`config.mk`:
```
export PLATFORM = sky130hd
export DESIGN_NAME = bp_dmi_to_axil_flat
export DESIGN_NICKNAME = d
export VERILOG_FILES = /design/src/rtl/bp_dmi_to_axil_if.sv /design/src/rtl/bp_dmi_to_axil.sv /design/src/flat_wrapper.sv
export SDC_FILE = /design/constraint.sdc
export NUM_CORES = 1
export LEC_CHECK = 0
export CORE_MARGIN = 8
export CORE_UTILIZATION = 35
export CTS_BUF_LIST = sky130_fd_sc_hd__clkbuf_8
export DETAILED_ROUTE_END_ITERATION = 16
export PLACE_DENSITY_LB_ADDON = 0.12
export SLEW_MARGIN = 0
export SYNTH_ARGS = -nofsm -noshare
export SYNTH_HDL_FRONTEND = slang
export SYNTH_SLANG_ARGS = --single-unit
export TNS_END_PERCENT = 10
```
`constraint.sdc`:
```
create_clock -name clk_i -period 2.5 [get_ports clk_i]
set_input_delay 0.5 -clock clk_i [delete_from_list [all_inputs] [get_ports clk_i]]
set_output_delay 0.5 -clock clk_i [all_outputs]
set_load 0.05 [all_outputs]
```
`src/rtl/bp_dmi_to_axil_if.sv`:
```
// DMI request/response channel and AXI-Lite (32-bit data) bus bundles used by
// the DMI-to-AXI-Lite bridge.
interface bp_dmi_if;
   logic        req_valid;
   logic        req_ready;
   logic [6:0]  req_addr;
   logic [1:0]  req_op;
   logic [31:0] req_data;
   logic        rsp_valid;
   logic        rsp_ready;
   logic [31:0] rsp_data;
   logic [1:0]  rsp_resp;

   modport master (output req_valid, req_addr, req_op, req_data, rsp_ready,
                   input  req_ready, rsp_valid, rsp_data, rsp_resp);
   modport slave  (input  req_valid, req_addr, req_op, req_data, rsp_ready,
                   output req_ready, rsp_valid, rsp_data, rsp_resp);
endinterface

interface bp_axil_if #(parameter int addr_width_p = 32);
   logic [addr_width_p-1:0] awaddr;
   logic                    awvalid;
   logic                    awready;
   logic [31:0]             wdata;
   logic [3:0]              wstrb;
   logic                    wvalid;
   logic                    wready;
   logic [1:0]              bresp;
   logic                    bvalid;
   logic                    bready;
   logic [addr_width_p-1:0] araddr;
   logic                    arvalid;
   logic                    arready;
   logic [31:0]             rdata;
   logic [1:0]              rresp;
   logic                    rvalid;
   logic                    rready;

   modport master (output awaddr, awvalid, wdata, wstrb, wvalid, bready, araddr, arvalid, rready,
                   input  awready, wready, bresp, bvalid, arready, rdata, rresp, rvalid);
   modport slave  (input  awaddr, awvalid, wdata, wstrb, wvalid, bready, araddr, arvalid, rready,
                   output awready, wready, bresp, bvalid, arready, rdata, rresp, rvalid);
endinterface

```
`src/rtl/bp_dmi_to_axil.sv`:
```
// DMI responder: each DMI request becomes one AXI-Lite read or write, one
// transaction in flight, response returned on the DMI rsp channel.
module bp_dmi_to_axil #(
   parameter int          axil_addr_width_p = 32,
   parameter logic [31:0] base_addr_p       = 32'h0000_0000
) (
   input  logic      clk_i,
   input  logic      rst_ni,
   bp_dmi_if.slave   dmi,
   bp_axil_if.master axil
);
   typedef enum logic [2:0] {IDLE, WR, WR_B, RD_AR, RD_R, RSP} state_e;
   state_e state;

   logic [axil_addr_width_p-1:0] req_axil_addr;

   // DMI word address to byte address; the sum wraps at the AXI address width
   assign req_axil_addr = axil_addr_width_p'(base_addr_p + {23'b0, dmi.req_addr, 2'b00});
   assign dmi.req_ready = (state == IDLE);
   assign axil.wstrb    = 4'hF;

   // SLVERR/DECERR report failed, OKAY/EXOKAY report success
   function automatic logic [1:0] map_resp(input logic [1:0] r);
      return (r >= 2'd2) ? 2'd2 : 2'd0;
   endfunction

   always_ff @(posedge clk_i or negedge rst_ni) begin
      if (!rst_ni) begin
         state         <= IDLE;
         axil.awaddr   <= '0;
         axil.awvalid  <= 1'b0;
         axil.wdata    <= '0;
         axil.wvalid   <= 1'b0;
         axil.bready   <= 1'b0;
         axil.araddr   <= '0;
         axil.arvalid  <= 1'b0;
         axil.rready   <= 1'b0;
         dmi.rsp_valid <= 1'b0;
         dmi.rsp_data  <= '0;
         dmi.rsp_resp  <= '0;
      end else begin
         case (state)
            IDLE: if (dmi.req_valid) begin
               case (dmi.req_op)
                  2'd1: begin
                     axil.araddr  <= req_axil_addr;
                     axil.arvalid <= 1'b1;
                     state        <= RD_AR;
                  end
                  2'd2: begin
                     axil.awaddr  <= req_axil_addr;
                     axil.wdata   <= dmi.req_data;
                     axil.awvalid <= 1'b1;
                     axil.wvalid  <= 1'b1;
                     state        <= WR;
                  end
                  default: begin
                     dmi.rsp_data  <= '0;
                     dmi.rsp_resp  <= (dmi.req_op == 2'd3) ? 2'd2 : 2'd0;
                     dmi.rsp_valid <= 1'b1;
                     state         <= RSP;
                  end
               endcase
            end
            WR: begin
               if (axil.awready) axil.awvalid <= 1'b0;
               if (axil.wready)  axil.wvalid  <= 1'b0;
               if ((!axil.awvalid || axil.awready) && (!axil.wvalid || axil.wready)) begin
                  axil.bready <= 1'b1;
                  state       <= WR_B;
               end
            end
            WR_B: if (axil.bvalid) begin
               axil.bready   <= 1'b0;
               dmi.rsp_data  <= '0;
               dmi.rsp_resp  <= map_resp(axil.bresp);
               dmi.rsp_valid <= 1'b1;
               state         <= RSP;
            end
            RD_AR: if (axil.arready) begin
               axil.arvalid <= 1'b0;
               axil.rready  <= 1'b1;
               state        <= RD_R;
            end
            RD_R: if (axil.rvalid) begin
               axil.rready   <= 1'b0;
               dmi.rsp_data  <= axil.rdata;
               dmi.rsp_resp  <= map_resp(axil.rresp);
               dmi.rsp_valid <= 1'b1;
               state         <= RSP;
            end
            RSP: if (dmi.rsp_ready) begin
               dmi.rsp_valid <= 1'b0;
               state         <= IDLE;
            end
            default: state <= IDLE;
         endcase
      end
   end
endmodule

```
`src/flat_wrapper.sv`:
```
// flat-port wrapper written by rule: the top's interface ports become plain ports
module bp_dmi_to_axil_flat 
#(
   parameter int          axil_addr_width_p = 32,
   parameter logic [31:0] base_addr_p       = 32'h0000_0000
)
  (clk_i, rst_ni, dmi_req_valid, dmi_req_addr, dmi_req_op, dmi_req_data, dmi_rsp_ready, dmi_req_ready, dmi_rsp_valid, dmi_rsp_data, dmi_rsp_resp, axil_awaddr, axil_awvalid, axil_wdata, axil_wstrb, axil_wvalid, axil_bready, axil_araddr, axil_arvalid, axil_rready, axil_awready, axil_wready, axil_bresp, axil_bvalid, axil_arready, axil_rdata, axil_rresp, axil_rvalid);
  bp_dmi_if dmi_i ();
  bp_axil_if #(.addr_width_p(32)) axil_i ();
  input  logic clk_i;
  input  logic rst_ni;
  input wire logic [$bits(dmi_i.req_valid)-1:0] dmi_req_valid;
  input wire logic [$bits(dmi_i.req_addr)-1:0] dmi_req_addr;
  input wire logic [$bits(dmi_i.req_op)-1:0] dmi_req_op;
  input wire logic [$bits(dmi_i.req_data)-1:0] dmi_req_data;
  input wire logic [$bits(dmi_i.rsp_ready)-1:0] dmi_rsp_ready;
  output wire logic [$bits(dmi_i.req_ready)-1:0] dmi_req_ready;
  output wire logic [$bits(dmi_i.rsp_valid)-1:0] dmi_rsp_valid;
  output wire logic [$bits(dmi_i.rsp_data)-1:0] dmi_rsp_data;
  output wire logic [$bits(dmi_i.rsp_resp)-1:0] dmi_rsp_resp;
  output wire logic [$bits(axil_i.awaddr)-1:0] axil_awaddr;
  output wire logic [$bits(axil_i.awvalid)-1:0] axil_awvalid;
  output wire logic [$bits(axil_i.wdata)-1:0] axil_wdata;
  output wire logic [$bits(axil_i.wstrb)-1:0] axil_wstrb;
  output wire logic [$bits(axil_i.wvalid)-1:0] axil_wvalid;
  output wire logic [$bits(axil_i.bready)-1:0] axil_bready;
  output wire logic [$bits(axil_i.araddr)-1:0] axil_araddr;
  output wire logic [$bits(axil_i.arvalid)-1:0] axil_arvalid;
  output wire logic [$bits(axil_i.rready)-1:0] axil_rready;
  input wire logic [$bits(axil_i.awready)-1:0] axil_awready;
  input wire logic [$bits(axil_i.wready)-1:0] axil_wready;
  input wire logic [$bits(axil_i.bresp)-1:0] axil_bresp;
  input wire logic [$bits(axil_i.bvalid)-1:0] axil_bvalid;
  input wire logic [$bits(axil_i.arready)-1:0] axil_arready;
  input wire logic [$bits(axil_i.rdata)-1:0] axil_rdata;
  input wire logic [$bits(axil_i.rresp)-1:0] axil_rresp;
  input wire logic [$bits(axil_i.rvalid)-1:0] axil_rvalid;
  assign dmi_i.req_valid = dmi_req_valid;
  assign dmi_i.req_addr = dmi_req_addr;
  assign dmi_i.req_op = dmi_req_op;
  assign dmi_i.req_data = dmi_req_data;
  assign dmi_i.rsp_ready = dmi_rsp_ready;
  assign dmi_req_ready = dmi_i.req_ready;
  assign dmi_rsp_valid = dmi_i.rsp_valid;
  assign dmi_rsp_data = dmi_i.rsp_data;
  assign dmi_rsp_resp = dmi_i.rsp_resp;
  assign axil_awaddr = axil_i.awaddr;
  assign axil_awvalid = axil_i.awvalid;
  assign axil_wdata = axil_i.wdata;
  assign axil_wstrb = axil_i.wstrb;
  assign axil_wvalid = axil_i.wvalid;
  assign axil_bready = axil_i.bready;
  assign axil_araddr = axil_i.araddr;
  assign axil_arvalid = axil_i.arvalid;
  assign axil_rready = axil_i.rready;
  assign axil_i.awready = axil_awready;
  assign axil_i.wready = axil_wready;
  assign axil_i.bresp = axil_bresp;
  assign axil_i.bvalid = axil_bvalid;
  assign axil_i.arready = axil_arready;
  assign axil_i.rdata = axil_rdata;
  assign axil_i.rresp = axil_rresp;
  assign axil_i.rvalid = axil_rvalid;
  bp_dmi_to_axil #(.axil_addr_width_p(axil_addr_width_p), .base_addr_p(base_addr_p)) u_core (.clk_i(clk_i), .rst_ni(rst_ni), .dmi(dmi_i), .axil(axil_i));
endmodule
```
## Word-level counts from Yosys, hierarchy flattened

Index checks and enable logic that the tools add are counted.
Widths: inputs -> output; s select.

- Equality and inequality tests: 19
- Reduce and logical (&&, ||, !) cells: 23
- Multiplexer cells: 43
- Magnitude comparators: 2

Operator list:

| kind | count |
|---|---|
| $mux 32 | 4 |
| $pmux 32 s3 | 1 |
| $mux 3 | 6 |
| $pmux 3 s6 | 1 |
| $mux 1 | 16 |
| $ne 2x2->1 const B | 8 |
| $mux 2 | 7 |
| $reduce_and 3->1 | 4 |
| $reduce_and 4->1 | 3 |
| $reduce_and 6->1 | 2 |
| $pmux 1 s2 | 5 |
| $reduce_bool 2->1 | 4 |
| $eq 3x2->1 const B | 2 |
| $eq 3x3->1 const B | 2 |
| $ne 2x1->1 const B | 3 |
| $pmux 2 s3 | 1 |
| $pmux 3 s2 | 1 |
| $reduce_and 5->1 | 1 |
| $eq 2x2->1 const B | 2 |
| $ge 2x2->1 const B | 2 |
| $pmux 1 s4 | 1 |
| $reduce_bool 4->1 | 1 |
| $eq 3x1->1 const B | 1 |
| $logic_not 3->1 | 1 |
| 6 further kinds | 8 |

- Register bits: 89
- Word-level logic and storage cells: 99
- Bits of input ports: 86

## Longest topological paths before layout

Gate-level depths: netlist of run 1.

- Depth after elaboration: 5
- Depth in mapped cells: 8
- Depth with buffers taken out: 6

## Worst setup path after synthesis of run 1

OpenSTA, ideal clock, no wires.

- Path kind: reg-to-reg
- Start: reg u_core.state[1]
- End: reg u_core.axil.awaddr[2]
- Arrival time: 1.729 ns
- Cell stages (with the launch flop): 6
- Path buffers: 2
- Library setup time: 0.125 ns
- Slack: 0.646 ns
- Required time: 2.375 ns
- Period minus slack after synthesis: 1.854 ns
- Cell sequence: dfrtp_1 > buf_6 > nor3_4 > nand3_4 > buf_6 > mux2_4

- Cells in the longest elaborated chain, start to end: 2

RTL lines:

| element | RTL line | text |
|---|---|---|
| start: declaration | bp_dmi_to_axil.sv:13 | `state_e state;` |
| start signal: assignment | bp_dmi_to_axil.sv:29 | `state <= IDLE;` |
| start signal: assignment | bp_dmi_to_axil.sv:48 | `state <= RD_AR;` |
| start signal: assignment | bp_dmi_to_axil.sv:55 | `state <= WR;` |
| $logic_not 3->1 | - |  |
| via dmi_req_ready | flat_wrapper.sv:17 | `output wire logic [$bits(dmi_i.req_ready)-1:0] dmi_req_ready;` |
| $reduce_and 3->1 (no source line) | - |  |
| end signal: assignment | bp_dmi_to_axil.sv:51 | `axil.awaddr <= req_axil_addr;` |
| end: declaration | bp_dmi_to_axil_if.sv:39 | `modport master (output awaddr, awvalid, wdata, wstrb, wvalid, bready, araddr, arvalid, rready,` |

The timed path passes the listed nets, and every way through them passes these cells.
A chain may end at the register's enable or synchronous reset.

## Final worst setup path of run 1

- Start: reg u_core.axil.awvalid
- End: out axil_awvalid

RTL lines:

| element | RTL line | text |
|---|---|---|
| start: declaration | bp_dmi_to_axil_if.sv:39 |  |
| start signal: assignment | bp_dmi_to_axil.sv:31 | `axil.awvalid <= 1'b0;` |
| start signal: assignment | bp_dmi_to_axil.sv:53 | `axil.awvalid <= 1'b1;` |
| start signal: assignment | bp_dmi_to_axil.sv:66 | `if (axil.awready) axil.awvalid <= 1'b0;` |
| end: declaration | flat_wrapper.sv:22 | `output wire logic [$bits(axil_i.awvalid)-1:0] axil_awvalid;` |

No word-level cell between the ends.

==> results of run 1 <==
[metal layers]
| layer | up-vias | part of all wire, % | GRT usage, % |
|---|---|---|---|
| li1 | 1461 | - | - |
| met1 | 1463 | 44 | 17.6 |
| met2 | 128 | 48 | 22.3 |
| met3 | 16 | 6.3 | 3.20 |
| met4 | 0 | 2.1 | 6.86 |
| met5 | - | 0 | 0 |
[through the flow]
stage	area [µm²]	power [mW]	hold WS [ns]	std cells	util, %
global placement	5960	8.43	0.460	693	49.4
finish	6170	9.45	0.139	709	51.2
detailed placement	5960	8.48	0.465	693	49.4
global route	6170	9.94	0.168	709	51.2
floorplan	4540	6.74	0.204	422	-
CTS	6170	9.58	0.137	709	51.2
[sequential cells by signal, indices dropped and copies added, names as in the netlist]
signal,cells
u_core.axil.araddr,7
u_core.axil.bready,1
u_core.dmi.rsp_data,32
u_core.axil.wdata,32
u_core.axil.wvalid,1
u_core.state,3
u_core.axil.awaddr,7
u_core.axil.arvalid,1
u_core.axil.awvalid,1
u_core.dmi.rsp_resp,1
u_core.axil.rready,1
u_core.dmi.rsp_valid,1
[cells by family (layout without fill, tap and decap cells)]
logic type / Yosys count / in the layout / synth area share [%]
and+or+nand+nor: 89 / 89 / 9.22
adders and majority gates: 3 / 3 / 0.864
muxes: 49 / 49 / 16.0
AOI/OAI and AO/OA: 56 / 56 / 8.79
DFF: 88 / 88 / 50.7
buffers and inverters: 82 / 201 / 14.2
other: 2 / 55 / 0.173
[cell type report]
type	instances	share of cell area (%)
Clock buffer	12	2.68
Sequential cell	88	35.7
Multi-Input combinational cell	252	28.1
Timing Repair Buffer	176	28.8
Clock inverter	4	0.831
Tap cell	168	3.41
Inverter	9	0.547
[synth_stat cells (4+ instances only)]
master and number:
sky130_fd_sc_hd__o21ai_2 12, sky130_fd_sc_hd__mux2_4 39, sky130_fd_sc_hd__dfrtp_1 88, sky130_fd_sc_hd__a21oi_1 4, sky130_fd_sc_hd__buf_6 6, sky130_fd_sc_hd__buf_2 4
sky130_fd_sc_hd__buf_4 56, sky130_fd_sc_hd__o21ai_0 18, sky130_fd_sc_hd__nor2_1 6, sky130_fd_sc_hd__nand2_2 4, sky130_fd_sc_hd__nand2_1 70, sky130_fd_sc_hd__mux2_2 8
sky130_fd_sc_hd__inv_1 9, sky130_fd_sc_hd__o21ai_1 7
[report_power, final]
group	leakage (nW)	total [mW]	switching [mW]	internal [mW]
sequential	1.12	2.56	0.441	2.12
combinational	1.60	5.84	3.77	2.07
clock	0.109	1.05	0.510	0.544
total	2.83	9.45	4.72	4.73
[cells in the final DEF (no fill, tap or decap), types with 2 or more instances in the layout]
| cell | count |
|---|---|
| sky130_fd_sc_hd__clkdlybuf4s50_1 | 167 |
| sky130_fd_sc_hd__dfrtp_1 | 88 |
| sky130_fd_sc_hd__nand2_1 | 70 |
| sky130_fd_sc_hd__conb_1 | 55 |
| sky130_fd_sc_hd__mux2_4 | 39 |
| sky130_fd_sc_hd__o21ai_0 | 18 |
| sky130_fd_sc_hd__o21ai_2 | 12 |
| sky130_fd_sc_hd__clkbuf_8 | 12 |
| sky130_fd_sc_hd__inv_1 | 9 |
| sky130_fd_sc_hd__mux2_2 | 8 |
| sky130_fd_sc_hd__o21ai_1 | 7 |
| sky130_fd_sc_hd__nor2_1 | 6 |
| sky130_fd_sc_hd__buf_4 | 6 |
| sky130_fd_sc_hd__a21oi_1 | 4 |
| sky130_fd_sc_hd__nand2_2 | 4 |
| sky130_fd_sc_hd__a22oi_1 | 3 |
| sky130_fd_sc_hd__ha_1 | 3 |
| sky130_fd_sc_hd__buf_12 | 3 |
| sky130_fd_sc_hd__mux2i_1 | 2 |
[worst min-delay path by stage]
stage	end	slack, ns	depth (start not counted)
finish	u_core.axil.araddr[8]$_DFFE_PN0P_	0.14	1
global route	u_core.axil.araddr[3]$_DFFE_PN0P_	0.17	1
CTS	u_core.axil.wdata[27]$_DFFE_PN0P_	0.14	1
detailed placement	u_core.dmi.rsp_data[26]$_DFFE_PN0P_	0.47	2
global placement	u_core.dmi.rsp_data[28]$_DFFE_PN0P_	0.46	2
floorplan	u_core.axil.araddr[2]$_DFFE_PN0P_	0.20	0
==> metrics.txt, run 1 <==
status=complete, no violations; peak per-stage delay on the critical path=0.84 ns; global-route wire length before repair=17.8 mm; DP Wirelength=8.68 mm; antenna violations before repair=0; clock buffers created by TritonCTS=9; average wire per standard cell=16.0 µm; count of inserted antenna diode cells=0; top cell family by delay on the critical path=buffers and inverters; largest net degree at the start of global routing=67; number of flops mapped to enable cells by yosys=0; minimum clock period after layout=2.07 ns; buffer and inverter count on the worst path=1; total power divided by cell area=1530 nW/µm²; Skew-Pair Late Insertion Delay=0.36 ns; final clock period utilization by the worst path=82.7%; share of layout cells above drive strength 1=17.4%; final antenna-violating net count=0; endpoint of the lowest-slack register-to-register path=u_core.dmi.rsp_data[18]$_DFFE_PN0P_; area share of the largest cell type after synthesis=50.7%; worst relative slew slack=61.2%; synthesized area per cell=11.8 µm²; reg-to-reg startpoint=u_core.state[1]$_DFFE_PN0P_; die area=16200 µm²; element type at the critical path end=output pin; clock skew after layout=0.00816 ns; Die X=127 µm; post-synthesis sequential area ratio=50.7%; post-placement worst setup slack=0.0791 ns; number of hold buffers added after cts=0; Clock Sinks=88; maximum clock rate=0.483 GHz; top-level port count=227; number of buffers on the longest clock path=2; H-tree depth=3; number of gates resized after CTS=0; First-pass DRT Iterations=4; placer congestion estimate=0.750; IO Port Bufs=169; clock slew at reported path FFs=0.08 ns; vias=3068; CP startpoint=u_core.axil.awvalid$_DFFE_PN0P_; post-route worst setup slack=0.432 ns; filler cell count in the final layout=1137; Setup crit end=axil_awvalid; Routed WL=11.3 mm; register cell area after layout=2200 µm²; worst hold-check path type=in2async; unrepaired setup endpoints after global routing=no; TritonCTS clock tree=built; Post-Syn Area=4340 µm²; post-detailed-route DRC marker count=0; path depth of the worst reg2reg path=4; area of combinational cells with multiple inputs=1730 µm²; Leak=2.83 nW; CTS Root Cell=sky130_fd_sc_hd__clkbuf_8; type of origin of the critical path=flip-flop; max capacitance violation total=0; #FFs+latches synth=88; type of the worst setup path=reg2out; standard cell core area=12100 µm²; overall fraction of global-route tracks in use=14.0%; via count of the first global-routing pass=3212; ys async rst share=100%; DIE HEIGHT=127 µm; area added between synthesis and finish=42.1%; CP max-delay cell=sky130_fd_sc_hd__clkdlybuf4s50_1; final hold violations=0; cell type contributing the most total cell area after synthesis=sky130_fd_sc_hd__dfrtp_1; main flop type after synthesis=sky130_fd_sc_hd__dfrtp_1; number of warning messages in the yosys log=0; Final setup violation count=0; standard-cell rows=40; number of gates on the worst path with buffers counted=1; Total Nets Final=625; total congestion overflow=0; setup_tns=0 ns; Gate Count Post-Synth=369; maximum fanout count along the critical path=3; cells taking the most area after synthesis=sky130_fd_sc_hd__dfrtp_1, sky130_fd_sc_hd__mux2_4, sky130_fd_sc_hd__buf_4; Peak VDD IR=0.000477 V; starting density of the core=36.0%; Register-to-Register Setup Slack=0.74 ns; routed vias/inst=4.33; count of pins over their slew limit=0; setup repair bufs after CTS=0; First DRT Iteration DRCs=159; count of different cell masters after synthesis=42; transition time at the pin with the least slew margin=0.582 ns; Worst Path Arrival=1.57 ns; endpoint required time on the critical path=2.00 ns; cells along the critical path=clkdlybuf4s50_1
No activity file was read; power rests on OpenSTA's default activity.
==> run 2: changes to the inputs <==
==> constraint.sdc (replaced) <==
create_clock -name clk_i -period 2.14 [get_ports clk_i]
set_input_delay 0.428 -clock clk_i [delete_from_list [all_inputs] [get_ports clk_i]]
set_output_delay 0.428 -clock clk_i [all_outputs]
set_load 0.05 [all_outputs]
==> metrics.txt, run 2 (synthesized netlist as in run 1, its figures left out) <==
status=complete, no violations; post-placement cell count=699 (+0.87%); CP max-delay cell=sky130_fd_sc_hd__clkdlybuf4s50_1; starting density of the core=36.0% (unchanged); endpoint required time on the critical path=1.71 ns (-0.29 ns); post-placement worst setup slack=-0.129 ns (-0.208 ns); Final setup violation count=0 (unchanged); average wire per standard cell=15.9 µm (-0.71%); placer congestion estimate=0.742 (-1.1%); Total Nets Final=632 (+1.1%); DP Wirelength=8.81 mm (+1.5%); antenna violations before repair=0 (unchanged); clock slew at reported path FFs=0.09 ns (about the same); cells along the critical path=clkdlybuf4s50_1; number of buffers on the longest clock path=2 (unchanged); type of origin of the critical path=flip-flop; share of layout cells above drive strength 1=18.2% (+0.87 points); number of gates resized after CTS=0 (unchanged); standard cell core area=12100 µm² (unchanged); leading cell type in the layout, fill and taps excluded=sky130_fd_sc_hd__clkdlybuf4s50_1; global-route wire length before repair=18.0 mm (+1.1%); DIE HEIGHT=127 µm (unchanged); post-route worst setup slack=0.137 ns (-0.295 ns); placed instance area=6040 µm² (+1.4%); H-tree depth=3 (unchanged); setup_tns=0 ns (unchanged); worst relative slew slack=62.8% (+1.6 points); maximum clock rate=0.499 GHz; registers with the most flip-flops=u_core.axil.wdata (32), u_core.dmi.rsp_data (32); Skew-Pair Late Insertion Delay=0.35 ns (about the same); Clock Sinks=88 (unchanged); max capacitance violation total=0 (unchanged); clock buffers created by TritonCTS=9 (unchanged); fin cells=717 (+1.1%); Peak VDD IR=0.000516 V (+8.2%); startpoint of the worst hold path=u_core.dmi.rsp_data[4]$_DFFE_PN0P_; Routed WL=11.4 mm (+0.41%); post-detailed-route DRC marker count=0 (unchanged); finished layout cell area=6250 µm² (+1.3%); transition time at the pin with the least slew margin=0.557 ns (-0.0256 ns); clock skew after layout=0.00864 ns (+0.000481 ns); number of hold buffers added after cts=1 (+1); largest net degree at the start of global routing=46 (-31%); reg-to-reg startpoint=u_core.state[0]$_DFFE_PN0P_; vias=3034 (-1.1%); IO Port Bufs=169 (unchanged); maximum fanout count along the critical path=3 (unchanged); overall power of the completed layout=11.1 mW (+18%); First DRT Iteration DRCs=131 (-18%); count of pins over their slew limit=0 (unchanged); overall fraction of global-route tracks in use=14.0% (about the same); peak per-stage delay on the critical path=0.85 ns (about the same); First-pass DRT Iterations=4 (unchanged); final hold violations=0 (unchanged); via count of the first global-routing pass=3216 (+0.12%); worst hold-check path type=reg2reg; final clock period utilization by the worst path=93.6%; top cell family by delay on the critical path=buffers and inverters; routed vias/inst=4.23 (-2.2%); Leak=2.87 nW (+1.6%); element type at the critical path end=output pin; Worst Path Arrival=1.58 ns (about the same); area added between synthesis and finish=44.0%; final antenna-violating net count=0 (unchanged); buffer and inverter count on the worst path=1 (unchanged); Die X=127 µm (unchanged); top-level port count=227 (unchanged); commonest cells after routing, fill and taps aside=sky130_fd_sc_hd__clkdlybuf4s50_1, sky130_fd_sc_hd__dfrtp_1, sky130_fd_sc_hd__nand2_1, sky130_fd_sc_hd__conb_1, sky130_fd_sc_hd__mux2_4; TritonCTS clock tree=built; worst hold slack after final layout=0.479 ns (+0.341 ns); total congestion overflow=0 (unchanged); final cell utilization of the core=51.9% (+0.68 points); CP startpoint=u_core.axil.wvalid$_DFFE_PN0P_; standard-cell rows=40 (unchanged); minimum clock period after layout=2.00 ns; unrepaired setup endpoints after global routing=no; CTS Root Cell=sky130_fd_sc_hd__clkbuf_8; type of the worst setup path=reg2out; setup repair bufs after CTS=0 (unchanged); die area=16200 µm² (unchanged); total power divided by cell area=1780 nW/µm² (+16%)
==> run 2: routing by layer <==
layer	track usage, %	vias to the layer above	share of wire [%]
met5	0	-	0
met4	5.46	0	1.3
met3	2.66	9	5.6
met2	23.2	118	48
met1	17.7	1433	45
li1	-	1474	-
==> run 2: path summary, 6_finish.rpt <==
check,end,slack [ns],depth (start not counted)
max,axil_wvalid,0.14,1
min,u_core.dmi.rsp_data[4]$_DFFE_PN0P_,0.48,2
max reg2reg,u_core.axil.wdata[1]$_DFFE_PN0P_,0.36,4
min reg2reg,u_core.dmi.rsp_data[4]$_DFFE_PN0P_,0.48,2
max in group asynchronous,u_core.axil.wdata[16]$_DFFE_PN0P_,1.00,3
min in group asynchronous,u_core.axil.awaddr[5]$_DFFE_PN0P_,0.54,2
==> run 2: final cells by class <==
class	instances	area (µm²)
multi-input combinational	252	1730
sequential	88	2200
clock inverter	6	66.3
fill	1115	5810
clock buffer	10	138
antenna	1	2.50
tap	168	210
inverter	9	33.8
timing repair buffer	183	1870
==> run 2: power breakdown <==
| group | internal, mW | switching, mW | leakage, nW |
|---|---|---|---|
| sequential | 2.47 | 0.519 | 1.12 |
| combinational | 2.49 | 4.42 | 1.65 |
| clock | 0.579 | 0.628 | 0.107 |
| total | 5.54 | 5.56 | 2.87 |
==> run 3: changes to the inputs <==
--- a/config.mk
+++ b/config.mk
@@ -5,10 +5,10 @@
 export SDC_FILE = /design/constraint.sdc
 export NUM_CORES = 1
 export LEC_CHECK = 0
-export CORE_MARGIN = 8
 export CORE_UTILIZATION = 35
 export CTS_BUF_LIST = sky130_fd_sc_hd__clkbuf_8
 export DETAILED_ROUTE_END_ITERATION = 16
+export GPL_TIMING_DRIVEN = 0
 export PLACE_DENSITY_LB_ADDON = 0.12
 export SLEW_MARGIN = 0
 export SYNTH_ARGS = -nofsm -noshare
==> metrics.txt, run 3 (synthesized netlist as in run 1, its figures left out) <==
status=complete, no violations; Die X=113 µm (-11%); type of the worst setup path=in2reg; Peak VDD IR=0.000596 V (+15%); overall power of the completed layout=11.2 mW (+1.3%); starting density of the core=36.0% (unchanged); type of origin of the critical path=input pin; vias=3243 (+6.9%); placer congestion estimate=0.813 (+9.6%); die area=12900 µm² (-21%); Final setup violation count=0 (unchanged); unrepaired setup endpoints after global routing=yes; Clock Sinks=88 (unchanged); First-pass DRT Iterations=4 (unchanged); maximum fanout count along the critical path=10 (+7); total power divided by cell area=1690 nW/µm² (-5.0%); standard cell core area=12100 µm² (unchanged); overall fraction of global-route tracks in use=16.6% (+2.6 points); maximum clock rate=0.491 GHz (-1.7%); area added between synthesis and finish=53.6%; endpoint required time on the critical path=2.36 ns (+0.65 ns); leading cell type in the layout, fill and taps excluded=sky130_fd_sc_hd__clkdlybuf4s50_1; Skew-Pair Late Insertion Delay=0.36 ns (about the same); placed instance area=6470 µm² (+7.1%); CP max-delay cell=sky130_fd_sc_hd__clkdlybuf4s50_1; area of combinational cells with multiple inputs=1720 µm² (-0.65%); number of buffers on the longest clock path=2 (unchanged); cells along the critical path=clkdlybuf4s50_1 > inv_1 > ha_1 > o21ba_1 > o221ai_2 > clkbuf_1 > o21ai_0; antenna violations before repair=0 (unchanged); Leak=3.18 nW (+11%); element type at the critical path end=flip-flop; minimum clock period after layout=2.04 ns (+0.0337 ns); worst relative slew slack=63.5% (+0.78 points); count of pins over their slew limit=0 (unchanged); Worst Path Arrival=2.26 ns (+0.68 ns); setup_tns=0 ns (unchanged); clock buffers created by TritonCTS=9 (unchanged); DP Wirelength=7.89 mm (-10%); clock slew at reported path FFs=0.08 ns (about the same); peak per-stage delay on the critical path=0.51 ns (-0.34 ns); H-tree depth=3 (unchanged); IO Port Bufs=169 (unchanged); top-level port count=227 (unchanged); number of hold buffers added after cts=0 (-1); via count of the first global-routing pass=3094 (-3.8%); finished layout cell area=6670 µm² (+6.6%); final hold violations=0 (unchanged); commonest cells after routing, fill and taps aside=sky130_fd_sc_hd__clkdlybuf4s50_1, sky130_fd_sc_hd__dfrtp_1, sky130_fd_sc_hd__nand2_1, sky130_fd_sc_hd__buf_4, sky130_fd_sc_hd__conb_1; Routed WL=10.3 mm (-9.3%); global-route wire length before repair=16.4 mm (-8.6%); TritonCTS clock tree=built; share of layout cells above drive strength 1=26.0% (+7.8 points); final antenna-violating net count=0 (unchanged); max capacitance violation total=0 (unchanged); worst hold-check path type=in2async; filler cell count in the final layout=1072 (-3.9%); largest net degree at the start of global routing=51 (+11%); count of inserted antenna diode cells=0 (-1); post-detailed-route DRC marker count=0 (unchanged); DIE HEIGHT=113 µm (-11%); register cell area after layout=2200 µm² (unchanged); number of gates resized after CTS=3 (+3); setup repair bufs after CTS=0 (unchanged); Register-to-Register Setup Slack=0.48 ns (+0.12 ns); total congestion overflow=0 (unchanged); final clock period utilization by the worst path=95.2% (+1.6 points); routed vias/inst=4.18 (-1.1%); clock skew after layout=0.00776 ns (-0.000885 ns); CTS Root Cell=sky130_fd_sc_hd__clkbuf_8; transition time at the pin with the least slew margin=0.545 ns (-0.0117 ns); First DRT Iteration DRCs=147 (+12%); standard-cell rows=40 (unchanged); Total Nets Final=692 (+9.5%); registers with the most flip-flops=u_core.axil.wdata (32), u_core.dmi.rsp_data (32); average wire per standard cell=13.3 µm (-16%)
run 3: routing by layer:
layer / vias to the layer above / track usage (%) / part of all wire (%)
li1: 1583 / - / -
met1: 1523 / 22.2 / 44
met2: 124 / 25.9 / 48
met3: 13 / 3.03 / 5.9
met4: 0 / 8.16 / 1.8
met5: - / 0 / 0
run 3: worst max-delay path: cells and delay by family:
kind,cells,cell delay [ns]
buf+inv,3,0.94
fa+ha+maj,1,0.31
compound gates,3,0.57
run 3: path summary, 6_finish.rpt:
path,end,cells after the start,start
worst min-delay path,u_core.axil.awaddr[7]$_DFFE_PN0P_,1,rst_ni
max in group asynchronous,u_core.dmi.rsp_data[17]$_DFFE_PN0P_,2,rst_ni
worst min register to register,u_core.dmi.rsp_data[26]$_DFFE_PN0P_,2,u_core.dmi.rsp_data[26]$_DFFE_PN0P_
worst max register to register,u_core.dmi.rsp_data[18]$_DFFE_PN0P_,5,u_core.state[1]$_DFFE_PN0P_
min in group clk_i,u_core.dmi.rsp_data[26]$_DFFE_PN0P_,2,u_core.dmi.rsp_data[26]$_DFFE_PN0P_
worst max-delay path,u_core.dmi.rsp_data[18]$_DFFE_PN0P_,7,dmi_req_op[0]
run 3: per-stage QoR:
stage | instances | utilization [%] | setup WS (ns) | hold WS (ns)
finish | 775 | 55.3 | 0.103 | 0.0417
global route | 775 | 55.3 | -0.0725 | 0.0707
CTS | 775 | 55.3 | 0.0542 | 0.0518
detailed placement | 760 | 53.6 | -0.293 | 0.452
global placement | 759 | 53.4 | -2.67 | 0.461
floorplan | 422 | - | 0.286 | 0.132
run 3: power breakdown:
| group | leakage, nW | switching [mW] | internal, mW |
|---|---|---|---|
| clock network | 0.108 | 0.566 | 0.625 |
| registers | 1.12 | 0.467 | 2.47 |
| logic | 1.96 | 4.49 | 2.62 |
run 3: cell type report:
cell class,count,area share [%]
plain buffers,73,8.78
inverters,9,0.506
well taps,168,3.15
multi-input cells,252,25.8
flip-flops and latches,88,33.0
repair buffers,170,25.7
clock inverters,3,0.600
clock buffers,12,2.48
